===== src/rtl/ctrl_pkg.sv =====
// ctrl_pkg: shared encodings, Tuse/Tnew types and hazard helpers for the decode controller
package ctrl_pkg;
  localparam logic [5:0] OP_R   = 6'b000000;
  localparam logic [5:0] OP_ORI = 6'b001101;
  localparam logic [5:0] OP_LW  = 6'b100011;
  localparam logic [5:0] OP_SW  = 6'b101011;
  localparam logic [5:0] OP_BEQ = 6'b000100;
  localparam logic [5:0] OP_LUI = 6'b001111;
  localparam logic [5:0] OP_JAL = 6'b000011;
  localparam logic [5:0] FN_ADD  = 6'b100000;
  localparam logic [5:0] FN_SUB  = 6'b100010;
  localparam logic [5:0] FN_JR   = 6'b001000;
  localparam logic [5:0] FN_MULT = 6'b011000;
  localparam logic [5:0] FN_DIV  = 6'b011010;
  localparam logic [5:0] FN_MFHI = 6'b010000;
  localparam logic [5:0] FN_MFLO = 6'b010010;
  typedef enum logic [1:0] {EXT_SIGN = 2'b00, EXT_ZERO = 2'b01, EXT_LUI = 2'b10} ext_sel_e;
  typedef enum logic [1:0] {DST_RT = 2'b00, DST_RD = 2'b01, DST_RA = 2'b10} reg_dst_e;
  typedef enum logic [1:0] {WS_ALU = 2'b00, WS_EXT = 2'b01, WS_PC8 = 2'b10, WS_HILO = 2'b11} write_sel_e;
  typedef enum logic [1:0] {MD_NONE = 2'b00, MD_MULT = 2'b01, MD_DIV = 2'b10, MD_HILO = 2'b11} md_op_e;
  localparam logic [3:0] ALU_ADD = 4'b0010;
  localparam logic [3:0] ALU_SUB = 4'b0110;
  localparam logic [3:0] ALU_OR  = 4'b0001;
  localparam int T_W = 2;
  typedef logic [T_W-1:0] t_t;
  localparam t_t T0 = 2'd0;
  localparam t_t T1 = 2'd1;
  localparam t_t T2 = 2'd2;
  function automatic t_t dec_tnew(input t_t t);
    return t == '0 ? '0 : t - 1'b1;
  endfunction
  // A source hazards when its producer in E or M still needs more cycles than the consumer can wait
  function automatic logic raw_haz(input logic [4:0] src, input t_t tuse, input logic [4:0] e_dst,
                                   input t_t e_tnew, input logic [4:0] m_dst, input t_t m_tnew);
    return src != '0 && ((src == e_dst && e_tnew > tuse) || (src == m_dst && m_tnew > tuse));
  endfunction
endpackage


===== src/rtl/d_ctrl_hazard_if.sv =====
// d_ctrl_hazard_if: instruction in D plus every decode and hazard control output
interface d_ctrl_hazard_if;
  logic [31:0] instr_d;
  logic        reg_write;
  logic [1:0]  ext_sel;
  logic [1:0]  reg_dst;
  logic [1:0]  write_sel;
  logic        alu_src;
  logic [3:0]  alu_ctrl;
  logic        branch;
  logic        mem_write;
  logic        mem_to_reg;
  logic        jump;
  logic        jr;
  logic [1:0]  md_op;
  logic        stall;
  logic        flush_e;
  logic        md_busy;
  modport master (output instr_d, input reg_write, ext_sel, reg_dst, write_sel, alu_src, alu_ctrl,
                  branch, mem_write, mem_to_reg, jump, jr, md_op, stall, flush_e, md_busy);
  modport slave (input instr_d, output reg_write, ext_sel, reg_dst, write_sel, alu_src, alu_ctrl,
                 branch, mem_write, mem_to_reg, jump, jr, md_op, stall, flush_e, md_busy);
endinterface


===== src/rtl/d_ctrl_hazard_md_busy_tracker.sv =====
// md_busy_tracker: busy window counter for the multi-cycle multiply/divide unit
module md_busy_tracker #(
  parameter int MUL_CYCLES = 5,
  parameter int DIV_CYCLES = 10,
  parameter int CNT_W = 4
) (
  input  logic clk,
  input  logic reset,
  input  logic issue_mul,
  input  logic issue_div,
  output logic md_busy
);
  logic [CNT_W-1:0] cnt_q, cnt_d;
  always_comb begin
    md_busy = cnt_q != '0;
    cnt_d = issue_mul ? CNT_W'(MUL_CYCLES) : issue_div ? CNT_W'(DIV_CYCLES) : cnt_q - CNT_W'(md_busy);
  end
  always_ff @(posedge clk) cnt_q <= reset ? '0 : cnt_d;
endmodule


===== src/rtl/d_ctrl_hazard.sv =====
// d_ctrl_hazard: MIPS decode-stage controller with Tuse/Tnew stall unit and mul/div interlock
module d_ctrl_hazard import ctrl_pkg::*; #(
  parameter int MUL_CYCLES = 5,
  parameter int DIV_CYCLES = 10,
  parameter int CNT_W = 4
) (
  input logic clk,
  input logic reset,
  d_ctrl_hazard_if.slave bus
);
  logic [5:0] op, fn;
  logic [4:0] rs, rt, rd, d_dst;
  logic r, is_add, is_sub, is_jr, is_mult, is_div, is_mfhi, is_mflo;
  logic is_ori, is_lw, is_sw, is_beq, is_lui, is_jal;
  logic use_rs, use_rt, issue_mul, issue_div, unused_shamt;
  t_t tuse_rs, tuse_rt, d_tnew;
  logic [4:0] e_dst_q, e_dst_d, m_dst_q, m_dst_d;
  t_t e_tnew_q, e_tnew_d, m_tnew_q, m_tnew_d;
  always_comb begin
    op = bus.instr_d[31:26];
    rs = bus.instr_d[25:21];
    rt = bus.instr_d[20:16];
    rd = bus.instr_d[15:11];
    fn = bus.instr_d[5:0];
    unused_shamt = ^bus.instr_d[10:6];
    r = op == OP_R;
    is_add = r && fn == FN_ADD;
    is_sub = r && fn == FN_SUB;
    is_jr = r && fn == FN_JR;
    is_mult = r && fn == FN_MULT;
    is_div = r && fn == FN_DIV;
    is_mfhi = r && fn == FN_MFHI;
    is_mflo = r && fn == FN_MFLO;
    is_ori = op == OP_ORI;
    is_lw = op == OP_LW;
    is_sw = op == OP_SW;
    is_beq = op == OP_BEQ;
    is_lui = op == OP_LUI;
    is_jal = op == OP_JAL;
    bus.reg_write = is_add | is_sub | is_mfhi | is_mflo | is_ori | is_lw | is_lui | is_jal;
    bus.ext_sel = is_ori ? EXT_ZERO : is_lui ? EXT_LUI : EXT_SIGN;
    bus.reg_dst = (is_add | is_sub | is_mfhi | is_mflo) ? DST_RD : is_jal ? DST_RA : DST_RT;
    bus.write_sel = is_lui ? WS_EXT : is_jal ? WS_PC8 : (is_mfhi | is_mflo) ? WS_HILO : WS_ALU;
    bus.alu_src = is_ori | is_lw | is_sw;
    bus.alu_ctrl = (is_add | is_lw | is_sw) ? ALU_ADD : (is_sub | is_beq) ? ALU_SUB : is_ori ? ALU_OR : 4'b0000;
    bus.branch = is_beq;
    bus.mem_write = is_sw;
    bus.mem_to_reg = is_lw;
    bus.jump = is_jal | is_jr;
    bus.jr = is_jr;
    bus.md_op = is_mult ? MD_MULT : is_div ? MD_DIV : (is_mfhi | is_mflo) ? MD_HILO : MD_NONE;
    d_dst = !bus.reg_write ? 5'd0 : bus.reg_dst == DST_RD ? rd : bus.reg_dst == DST_RA ? 5'd31 : rt;
    d_tnew = is_lw ? T2 : (is_add | is_sub | is_ori | is_mfhi | is_mflo) ? T1 : T0;
    use_rs = is_beq | is_jr | is_add | is_sub | is_ori | is_lw | is_sw | is_mult | is_div;
    tuse_rs = (is_beq | is_jr) ? T0 : T1;
    use_rt = is_beq | is_add | is_sub | is_mult | is_div | is_sw;
    tuse_rt = is_beq ? T0 : is_sw ? T2 : T1;
    bus.stall = (use_rs && raw_haz(rs, tuse_rs, e_dst_q, e_tnew_q, m_dst_q, m_tnew_q))
             || (use_rt && raw_haz(rt, tuse_rt, e_dst_q, e_tnew_q, m_dst_q, m_tnew_q))
             || (bus.md_op != MD_NONE && bus.md_busy);
    bus.flush_e = bus.stall;
    issue_mul = is_mult && !bus.stall;
    issue_div = is_div && !bus.stall;
    e_dst_d = bus.stall ? 5'd0 : d_dst;
    e_tnew_d = bus.stall ? T0 : d_tnew;
    m_dst_d = e_dst_q;
    m_tnew_d = dec_tnew(e_tnew_q);
  end
  always_ff @(posedge clk) begin
    e_dst_q <= reset ? 5'd0 : e_dst_d;
    e_tnew_q <= reset ? T0 : e_tnew_d;
    m_dst_q <= reset ? 5'd0 : m_dst_d;
    m_tnew_q <= reset ? T0 : m_tnew_d;
  end
  md_busy_tracker #(.MUL_CYCLES(MUL_CYCLES), .DIV_CYCLES(DIV_CYCLES), .CNT_W(CNT_W)) u_md_busy (
    .clk(clk),
    .reset(reset),
    .issue_mul(issue_mul),
    .issue_div(issue_div),
    .md_busy(bus.md_busy)
  );
endmodule


===== src/flat_wrapper.sv =====
// flat-port wrapper written by rule: the top's interface ports become plain ports
module d_ctrl_hazard_flat import ctrl_pkg::*;
#(
  parameter int MUL_CYCLES = 5,
  parameter int DIV_CYCLES = 10,
  parameter int CNT_W = 4
)
  (clk, reset, bus_instr_d, bus_reg_write, bus_ext_sel, bus_reg_dst, bus_write_sel, bus_alu_src, bus_alu_ctrl, bus_branch, bus_mem_write, bus_mem_to_reg, bus_jump, bus_jr, bus_md_op, bus_stall, bus_flush_e, bus_md_busy);
  d_ctrl_hazard_if bus_i ();
  input logic clk;
  input logic reset;
  input wire logic [$bits(bus_i.instr_d)-1:0] bus_instr_d;
  output wire logic [$bits(bus_i.reg_write)-1:0] bus_reg_write;
  output wire logic [$bits(bus_i.ext_sel)-1:0] bus_ext_sel;
  output wire logic [$bits(bus_i.reg_dst)-1:0] bus_reg_dst;
  output wire logic [$bits(bus_i.write_sel)-1:0] bus_write_sel;
  output wire logic [$bits(bus_i.alu_src)-1:0] bus_alu_src;
  output wire logic [$bits(bus_i.alu_ctrl)-1:0] bus_alu_ctrl;
  output wire logic [$bits(bus_i.branch)-1:0] bus_branch;
  output wire logic [$bits(bus_i.mem_write)-1:0] bus_mem_write;
  output wire logic [$bits(bus_i.mem_to_reg)-1:0] bus_mem_to_reg;
  output wire logic [$bits(bus_i.jump)-1:0] bus_jump;
  output wire logic [$bits(bus_i.jr)-1:0] bus_jr;
  output wire logic [$bits(bus_i.md_op)-1:0] bus_md_op;
  output wire logic [$bits(bus_i.stall)-1:0] bus_stall;
  output wire logic [$bits(bus_i.flush_e)-1:0] bus_flush_e;
  output wire logic [$bits(bus_i.md_busy)-1:0] bus_md_busy;
  assign bus_i.instr_d = bus_instr_d;
  assign bus_reg_write = bus_i.reg_write;
  assign bus_ext_sel = bus_i.ext_sel;
  assign bus_reg_dst = bus_i.reg_dst;
  assign bus_write_sel = bus_i.write_sel;
  assign bus_alu_src = bus_i.alu_src;
  assign bus_alu_ctrl = bus_i.alu_ctrl;
  assign bus_branch = bus_i.branch;
  assign bus_mem_write = bus_i.mem_write;
  assign bus_mem_to_reg = bus_i.mem_to_reg;
  assign bus_jump = bus_i.jump;
  assign bus_jr = bus_i.jr;
  assign bus_md_op = bus_i.md_op;
  assign bus_stall = bus_i.stall;
  assign bus_flush_e = bus_i.flush_e;
  assign bus_md_busy = bus_i.md_busy;
  d_ctrl_hazard #(.MUL_CYCLES(MUL_CYCLES), .DIV_CYCLES(DIV_CYCLES), .CNT_W(CNT_W)) u_core (.clk(clk), .reset(reset), .bus(bus_i));
endmodule

===== config.mk =====
export PLATFORM = sky130hd
export DESIGN_NAME = d_ctrl_hazard_flat
export DESIGN_NICKNAME = d
export VERILOG_FILES = /design/src/rtl/ctrl_pkg.sv /design/src/rtl/d_ctrl_hazard_if.sv /design/src/rtl/d_ctrl_hazard_md_busy_tracker.sv /design/src/rtl/d_ctrl_hazard.sv /design/src/flat_wrapper.sv
export SDC_FILE = /design/constraint.sdc
export NUM_CORES = 1
export LEC_CHECK = 0
export ABC_AREA = 1
export CAP_MARGIN = 10
export CELL_PAD_IN_SITES_DETAIL_PLACEMENT = 1
export CELL_PAD_IN_SITES_GLOBAL_PLACEMENT = 1
export CORE_AREA = 2 2 74 83
export CTS_CLUSTER_DIAMETER = 30
export DETAILED_ROUTE_END_ITERATION = 16
export DIE_AREA = 0 0 76 85
export GPL_TIMING_DRIVEN = 0
export HOLD_SLACK_MARGIN = 0.1
export PLACE_DENSITY_LB_ADDON = 0.15
export SYNTH_ARGS = -nofsm -noshare
export SYNTH_HDL_FRONTEND = slang
export SYNTH_SLANG_ARGS = --single-unit

===== constraint.sdc =====
create_clock -name clk -period 3.2 [get_ports clk]
set_input_delay 0.64 -clock clk [delete_from_list [all_inputs] [get_ports clk]]
set_output_delay 0.64 -clock clk [all_outputs]
set_load 0.01 [all_outputs]

Yosys cells after proc, flatten, opt, wreduce, memory -nomap -nowiden
Index checks and enable logic that the tools add are counted.

storage, ports and cells
  bits in registers = 18
  input bits = 34
  word-level logic and storage cells = 118

operators by class
  add/sub/neg operators = 2
  $lt $le $gt $ge = 4
  eq/ne operators = 19
  multiplexer cells = 21
  bitwise logic cells = 31
  reduce and logical (&&, ||, !) cells = 34

operators with widths
  kind                                                                    number
  1-bit OR                                                                30
  6-bit by 5-bit equality test with 1-bit output (second input constant)  4
  6-bit equality test (second input constant)                             4
  2-bit 2-to-1 mux                                                        12
  5-bit equality test                                                     4
  6-bit by 4-bit equality test with 1-bit output (second input constant)  3
  1-bit logical AND                                                       18
  4-bit 2-to-1 mux                                                        3
  5-bit 2-to-1 mux                                                        2
  5-bit nonzero test                                                      2
  2-bit greater-than comparator                                           4
  6-bit by 2-bit equality test with 1-bit output (second input constant)  1
  6-bit by 3-bit equality test with 1-bit output (second input constant)  1
  6-bit logical NOT                                                       1
  2-bit OR reduction                                                      3
  3-bit OR reduction                                                      2
  1-bit logical OR                                                        4
  4-bit nonzero test                                                      1
  4-bit by 1-bit subtractor with 4-bit output                             1
  1-bit 2-to-1 mux                                                        3
  3-bit 2-to-1 mux                                                        1
  2-bit by 1-bit equality test with 1-bit output (second input constant)  1
  2-bit equality test (second input constant)                             1
  2-bit logical NOT                                                       1
  other kinds (4)                                                         4

Longest topological paths before layout
Gate-level depths: netlist of run 1.

  word-level depth = 17
  gate-level depth with buffers = 17

Modules after synthesis
A second synthesis of run 1 with hierarchy kept.

second synthesis, totals
  cells, all modules = 264
  area total of the unflattened synthesis = 1700.4 um^2

by module, submodules not included
  module           instances  cells each  area an instance (um^2)  seq. area each (um^2)
  d_ctrl_hazard    1          235         1497.7                   280.3
  md_busy_tracker  1          29          202.7                    80.1

Least setup slack after synthesis of run 1
No wires, ideal clock.

  path kind = input to output
  start = in bus_instr_d[26]
  end = out bus_stall
  arrival time = 2.404 ns
  required time = 2.560 ns
  path slack = 0.156 ns
  cell stages on the path = 15
  cell sequence = nor2_2 -> nand2_4 -> nor2_2 -> inv_2 -> nand2_2 -> inv_1 -> ha_1 -> nor2_1 -> nor2_1 -> nor2_1 -> nand3_1 -> a21oi_1 -> nand2_4 -> nand3_4 -> buf_4

RTL lines
  item                                              RTL line                                  RTL
  from (decl)                                       flat_wrapper.sv:12                        input wire logic [$bits(bus_i.instr_d)-1:0] bus_instr_d;
  6-bit by 3-bit equality test with 1-bit output *  d_ctrl_hazard.sv:37                       is_beq = op == OP_BEQ;
  via bus_branch                                    flat_wrapper.sv:19                        output wire logic [$bits(bus_i.branch)-1:0] bus_branch;
  1-bit OR                                          d_ctrl_hazard.sv:54, d_ctrl_hazard.sv:55
  1-bit OR (7 in series)                            d_ctrl_hazard.sv:54                       use_rs = is_beq | is_jr | is_add | is_sub | is_ori | is_lw | is_sw | is_mult | is_div;
  1-bit logical AND                                 d_ctrl_hazard.sv:58                       bus.stall = (use_rs && raw_haz(rs, tuse_rs, e_dst_q, e_tnew_q, m_dst_q, m_tnew_q))
  1-bit logical OR *                                d_ctrl_hazard.sv:59                       || (use_rt && raw_haz(rt, tuse_rt, e_dst_q, e_tnew_q, m_dst_q, m_tnew_q))
  1-bit logical OR *                                d_ctrl_hazard.sv:60                       || (bus.md_op != MD_NONE && bus.md_busy);
  to (decl)                                         flat_wrapper.sv:25                        output wire logic [$bits(bus_i.stall)-1:0] bus_stall;

Mark *: on every way through the listed nets, which the timed path passes. The rest lies on a longest branch.

Final worst setup path of run 1
  start = in bus_instr_d[26]
  end = out bus_stall

between the ends
  word-level cells in the longest chain between the ends = 13

ends and longest elaborated chain
  item                    RTL line                                  RTL
  6-bit logical NOT       d_ctrl_hazard.sv:26                       r = op == OP_R;
  1-bit logical AND       d_ctrl_hazard.sv:29                       is_jr = r && fn == FN_JR;
  1-bit OR                d_ctrl_hazard.sv:54, d_ctrl_hazard.sv:55
  1-bit OR (7 in series)  d_ctrl_hazard.sv:54
  1-bit logical AND       d_ctrl_hazard.sv:58
  1-bit logical OR        d_ctrl_hazard.sv:59
  1-bit logical OR *      d_ctrl_hazard.sv:60

Mark *: on every way between the ends. The rest lies on a longest branch, timed or not.

==> results.cfg, run 1 <==
[setup_path]
crit_path_start = bus_instr_d[26]
path_buf_inv = 4
r2r_cells = 13
reg2reg_to = u_core.u_md_busy.cnt_q[3]
critPathLaunchType = input pin
slowest_stage = ha_4
cp_data_arrival_time_ns = 2.49
crit_family = simple AND/OR/NAND/NOR gates
cpPeakStageDelay_ns = 0.24
required_ns = 2.56
endpoint_kind = primary output
reg2reg_from = u_core.e_tnew_q[0]
cp_cell_sequence = buf_4, nor2_4, nand2_4, nor2_8, nand3_2, nand2_2, inv_4, ha_4, nor2_4, nor2_2, nor2_2, nand3_2, a21oi_4, nand2_4, nand3_4, buf_6, buf_6
criticalPathCategory = in -> out
r2r_setup_slack_ns = 1.27
path_max_fanout = 4

[clocking]
cts.sinks = 18
cts_buffers = 3
clk_path_buf_depth = 2
clockRootBuffer = clkbuf_8
cts_tree = built
hold_buffers = 0
clkSlewWorstSetupHoldPaths_ns = 0.07
insertion_delay_ns = 0.25
cts_max_level = 1

[timing]
worst_slew_pin_slew_ns = 0.539
finalClockSkew_ns = 0.00159
max_freq_mhz = 319
drv_slew = 0
rsz0062_at_grt = yes
setup_viol = 0
fin_crit_ns = 3.13
fin_ws_ns = 0.0698
timing.final.crit_share_pct = 97.8
maxSlewHeadroom_pct = 64.1
hold_viol = 0
fin_setup_tns_ns = 0

[logic_synthesis]
ys_seq_elements = 18
async_flop_share_pct = 0
synth_edf_count = 0
netlist_area_um2 = 1690
synth.net_count = 306
syn_area_per_cell_um2 = 6.42
synth_cells = 263
synth_cell_type_count = 28
synth_top_flop_cell = dfxtp_1
synth-warning-count = 0
yosysSeqAreaShare_pct = 21.3

[layout]
fill_cells = 746
final_util_pct = 46.4
stdcell_area_um2 = 2610
multiInputGateArea_um2 = 1240
regArea_um2 = 360
num_antenna_cells = 0
syn_to_final_growth_pct = 54.7
nets = 384
drive_gt1_share_pct = 30.1

[place]
dpl-instance-area_um2 = 2270
gp_congestion = 0.785
pre_cts_ws_ns = -1.20
portBuffers = 49
hpwl_um = 4220

[floorplanning]
coreArea_um2 = 5620
die_h_um = 85
fp.dieArea_um2 = 6460
rows = 29
die_w_um = 76
ios = 56
start_util_pct = 30.0

[routing]
via_per_inst = 4.54
wl_met3_um = 166
detail_route.wl_per_cell_um = 13.1
wl_met1_um = 2160
drt_wl_total_um = 5460
ant_nets = 0
drt_iter0_markers = 32
vias = 1887
drt-pass1-iter-count = 4
highest_layer = met4
drc = 0
wl_met2_um = 3040

[worst_hold_path]
hold_class = reg -> reg
hold_start = u_core.e_tnew_q[0]
worstHoldEndpoint = u_core.m_tnew_q[0]
whs_path_depth = 1

[grt]
overflow = 0
grt_pass1_wl_um = 8970
grtUsageTotal_pct = 16.9
first_global_vias = 1979
grt_antenna_before_repair = 0
grt_max_degree = 11

[pwr]
power.density_nw_per_um2 = 262
peakVddDrop_mv = 0.172
p_leak_nw = 1.36
total_power_mw = 0.684

[outcome]
status = completed

[run]
max-cap-violations = 0
==> worst max path at each step <==
stage,to,slack (ns),depth (start not counted)
after floorplan,bus_stall,0.16,15
after global placement,bus_stall,-1.17,17
after detailed placement,bus_stall,-1.20,17
after CTS,bus_stall,0.003,17
after global routing,bus_stall,-0.02,17
final,bus_stall,0.07,17
==> cells in the final DEF, fill, tap and decap left out, types with 8 or more instances in the layout <==
cell type,n
nor3_1,8
nor2_1,26
nand2_1,53
nor2_2,12
buf_4,30
clkdlybuf4s50_1,32
xor2_1,9
dfxtp_1,18
nor2_4,10
nand3_1,13
inv_1,46
==> Yosys cell counts, types with 5 or more instances <==
cell / count / area [um^2]
a21oi_1: 8 / 40.0
dfxtp_1: 18 / 360
ha_1: 9 / 113
inv_1: 49 / 184
inv_2: 6 / 22.5
nand2_1: 56 / 210
nand3_1: 14 / 70.1
nand3_2: 6 / 60.1
nor2_1: 33 / 124
nor2_2: 11 / 68.8
nor3_1: 8 / 40.0
o22ai_1: 5 / 31.3
xor2_1: 9 / 78.8
==> power breakdown <==
| group | leakage [nW] | internal (mW) | switching [mW] | total (mW) |
|---|---|---|---|---|
| combinational | 1.19 | 0.128 | 0.136 | 0.264 |
| sequential | 0.146 | 0.246 | 0.0121 | 0.258 |
| clock | 0.0216 | 0.0835 | 0.0784 | 0.162 |
==> flip-flops by register name, summed over array words and instances (netlist names) <==
name                    count
u_core.m_tnew_q             2
u_core.e_tnew_q             2
u_core.m_dst_q              5
u_core.e_dst_q              5
u_core.u_md_busy.cnt_q      4
==> what timing repair did <==
| action | in CTS | in global routing |
|---|---|---|
| endpoints found under the setup margin | 3 | 4 |
| cloned | 0 | 0 |
| pin swaps | 17 | 27 |
| gates resized for setup | 62 | 27 |
| setup buffers | 15 | 9 |
==> per-stage QoR <==
step                hold slack, ns  cells
finish                       0.427    416
global placement             0.415    389
floorplan                    0.400    263
detailed placement           0.419    389
global route                 0.467    416
CTS                          0.429    407
==> final cells by class <==
cell class	count	share of cell area [%]
multi-input cells	186	47.6
inverters	55	8.10
plain buffers	4	1.15
flip-flops and latches	18	13.8
well taps	77	3.69
clock buffers	3	1.58
repair buffers	73	24.1
==> per-layer routing <==
metal / vias up / GRT usage, %
met5: - / 0
met2: 36 / 35.3
met3: 6 / 1.81
li1: 962 / -
met4: 0 / 4.63
met1: 883 / 17.7
==> kinds of logic (layout without fill, tap and decap cells) <==
logic type	count (synthesis)	after routing	share of synthesized area, %
simple gates	147	147	46.2
buf+inv	59	135	13.8
flops	18	18	21.3
compound gates	20	20	7.12
xor+xnor	9	9	4.67
fa+ha+maj	9	9	6.67
other cells	1	1	0.222
Power figures use the tool's default switching activity.
==> run 2, diff against run 1 <==
--- a/config.mk
+++ b/config.mk
@@ -5,17 +5,17 @@
 export SDC_FILE = /design/constraint.sdc
 export NUM_CORES = 1
 export LEC_CHECK = 0
-export ABC_AREA = 1
 export CAP_MARGIN = 10
 export CELL_PAD_IN_SITES_DETAIL_PLACEMENT = 1
 export CELL_PAD_IN_SITES_GLOBAL_PLACEMENT = 1
-export CORE_AREA = 2 2 74 83
+export CORE_AREA = 2 2 69 77
 export CTS_CLUSTER_DIAMETER = 30
 export DETAILED_ROUTE_END_ITERATION = 16
-export DIE_AREA = 0 0 76 85
+export DIE_AREA = 0 0 71 79
 export GPL_TIMING_DRIVEN = 0
 export HOLD_SLACK_MARGIN = 0.1
 export PLACE_DENSITY_LB_ADDON = 0.15
 export SYNTH_ARGS = -nofsm -noshare
 export SYNTH_HDL_FRONTEND = slang
 export SYNTH_SLANG_ARGS = --single-unit
+export TNS_END_PERCENT = 50
==> results.cfg, run 2 <==
[outcome]
status = finished, violations left
violations = setup timing

[routing]
drt-pass1-iter-count = 4
drt_iter0_markers = 25
detail_route.wl_per_cell_um = 15.3
drc = 0
ant_nets = 0
via_per_inst = 4.99
vias = 1566
drt_wl_total_um = 4800

[setup_path]
cpPeakStageDelay_ns = 0.28
cp_cell_sequence = buf_12, nor4_4, buf_4, nand3_4, nor4_4, nor2_2, ha_1, nor2_1, o2111ai_1, o22ai_2, o311ai_4, o211ai_1, buf_4, buf_6
crit_family = simple AND/OR/NAND/NOR gates
critPathLaunchType = input pin
path_max_fanout = 3
endpoint_kind = primary output
required_ns = 2.56
path_buf_inv = 4
cp_data_arrival_time_ns = 2.87
slowest_stage = ha_1
criticalPathCategory = in -> out

[run]
max-cap-violations = 0

[grt]
grt_max_degree = 11
grt_antenna_before_repair = 0
grtUsageTotal_pct = 16.6
grt_pass1_wl_um = 7340
overflow = 0
first_global_vias = 1579

[logic_synthesis]
ys_seq_elements = 18
synth.most_common_cell = nor2_1
synth_cell_type_count = 43
synth_common_cells = 24 x nor2_1, 20 x xnor2_1, 18 x dfxtp_1
async_flop_share_pct = 0
syn_area_per_cell_um2 = 8.21
yosysSeqAreaShare_pct = 24.1
synth-warning-count = 0
synth.area.top_cells = dfxtp_1 24%, xnor2_1 12%, ha_1 7.5%
netlist_area_um2 = 1490
synth.net_count = 225
synth_top_flop_cell = dfxtp_1
synth_edf_count = 0
yosys.area.top_type = dfxtp_1
netlist.area_leader.share_pct = 24.1
synth_cells = 182

[timing]
timing.final.crit_share_pct = 110
maxSlewHeadroom_pct = 62.5
finalClockSkew_ns = 0.00303
drv_slew = 0
rsz0062_at_grt = yes
fin_ws_ns = -0.306
worst_slew_pin_slew_ns = 0.554
fin_setup_tns_ns = -0.547
setup_viol = 2
fin_crit_ns = 3.51
max_freq_mhz = 285
hold_viol = 0

[clocking]
clk_path_buf_depth = 2
cts_tree = built
cts_max_level = 1
clkSlewWorstSetupHoldPaths_ns = 0.07
insertion_delay_ns = 0.26
cts.sinks = 18
clockRootBuffer = clkbuf_8
cts_buffers = 3

[layout]
syn_to_final_growth_pct = 55.7
layout_commonest_cell = clkdlybuf4s50_1
largestRegisters = u_core.e_dst_q x5, u_core.m_dst_q x5, u_core.u_md_busy.cnt_q x4
num_antenna_cells = 0
stdcell_area_um2 = 2330
final_cells = 314
drive_gt1_share_pct = 25.0
final_util_pct = 47.5
nets = 300
most-common-layout-cells = 29 x clkdlybuf4s50_1, 27 x buf_4, 20 x nor2_1, 20 x xnor2_1, 18 x dfxtp_1

[place]
hpwl_um = 3620
gp_congestion = 0.770
place_inst = 288
portBuffers = 48
dpl-instance-area_um2 = 2060
pre_cts_ws_ns = -1.78

[floorplanning]
die_h_um = 79
ios = 56
coreArea_um2 = 4900
die_w_um = 71
fp.dieArea_um2 = 5610
rows = 27
start_util_pct = 30.5

[worst_hold_path]
hold_class = reg -> reg

[pwr]
power.density_nw_per_um2 = 309
p_leak_nw = 0.936
peakVddDrop_mv = 0.255
-- run 2: cell count changes after synthesis, moves of 6 or more --
cell,change
nor2_2,-11
nand3_1,-9
nor3_1,+6
inv_2,-6
nand2_1,-50
xnor2_1,+20
xor2_1,-7
nor2_1,-9
nor2b_1,+10
inv_1,-36
-- run 2: final cells by class --
class	instances	area [um^2]
buffer	7	71.3
clock buffer	4	55.1
fill	588	2570
inverter	13	48.8
multi-input combinational	144	1100
sequential	18	360
tap	58	72.6
timing repair buffer	70	613
-- run 2: through the flow --
step                hold slack, ns  power (mW)
finish                       0.421       0.719
global route                 0.451       0.766
CTS                          0.424       0.722
detailed placement           0.411       0.525
global placement             0.413       0.521
floorplan                    0.400       0.420
-- run 2: final timing paths --
| check | start | to | slack [ns] | cells past startpoint |
|---|---|---|---|---|
| worst max-delay path | bus_instr_d[27] | bus_stall | -0.31 | 14 |
| worst min-delay path | u_core.e_tnew_q[0] | u_core.m_tnew_q[0] | 0.42 | 1 |
| worst max register to register | u_core.m_tnew_q[1] | u_core.u_md_busy.cnt_q[1] | 1.05 | 7 |
| worst min register to register | u_core.e_tnew_q[0] | u_core.m_tnew_q[0] | 0.42 | 1 |
-- run 2: where the power goes --
part           internal, mW  total, mW  switching, mW  leakage [nW]
sequential            0.248      0.264         0.0161         0.146
combinational         0.138      0.266          0.127         0.761
clock                 0.109      0.190         0.0804        0.0288
-- run 2: logic make-up after synthesis --
logic type	share of synthesized area (%)
buffers and inverters	6.78
DFF	24.1
adders and majority gates	7.54
muxes	3.01
other	0.251
xor gates and xnor gates	12.9
AOI/OAI and AO/OA	13.3
and+or+nand+nor	32.1
-- run 2: metal layers --
layer | vias up | GRT usage (%) | part of all wire (%)
li1 | 785 | - | -
met1 | 741 | 19.3 | 42
met2 | 36 | 31.3 | 53
met3 | 4 | 2.28 | 4.3
met4 | 0 | 4.53 | 1.1
met5 | - | 0 | 0
-- run 2: what timing repair did --
item | CTS | global route
setup endpoints to repair | 25 | 6
hold endpoints to repair | 0 | 0
pin swaps | 13 | 5
buffers inserted | 17 | 5
hold buffers | 0 | 0
gates resized for setup | 65 | 4
gates cloned | 0 | 0
-- run 2: worst register-to-register path, stage by stage (launching register included) --
cell and delay (ns):
dfxtp_1 0.32, ha_1 0.28, buf_4 0.14, a2111oi_2 0.46, o221ai_2 0.20, buf_4 0.17, nand3_2 0.12, mux2_2 0.34
==> run 3, diff against run 2 <==
--- a/config.mk
+++ b/config.mk
@@ -9,7 +9,7 @@
 export CELL_PAD_IN_SITES_DETAIL_PLACEMENT = 1
 export CELL_PAD_IN_SITES_GLOBAL_PLACEMENT = 1
 export CORE_AREA = 2 2 69 77
-export CTS_CLUSTER_DIAMETER = 30
+export CTS_CLUSTER_DIAMETER = 120
 export DETAILED_ROUTE_END_ITERATION = 16
 export DIE_AREA = 0 0 71 79
 export GPL_TIMING_DRIVEN = 0
==> results of run 3 <==
Final layout, timing and power as in run 2 (identical DEF).
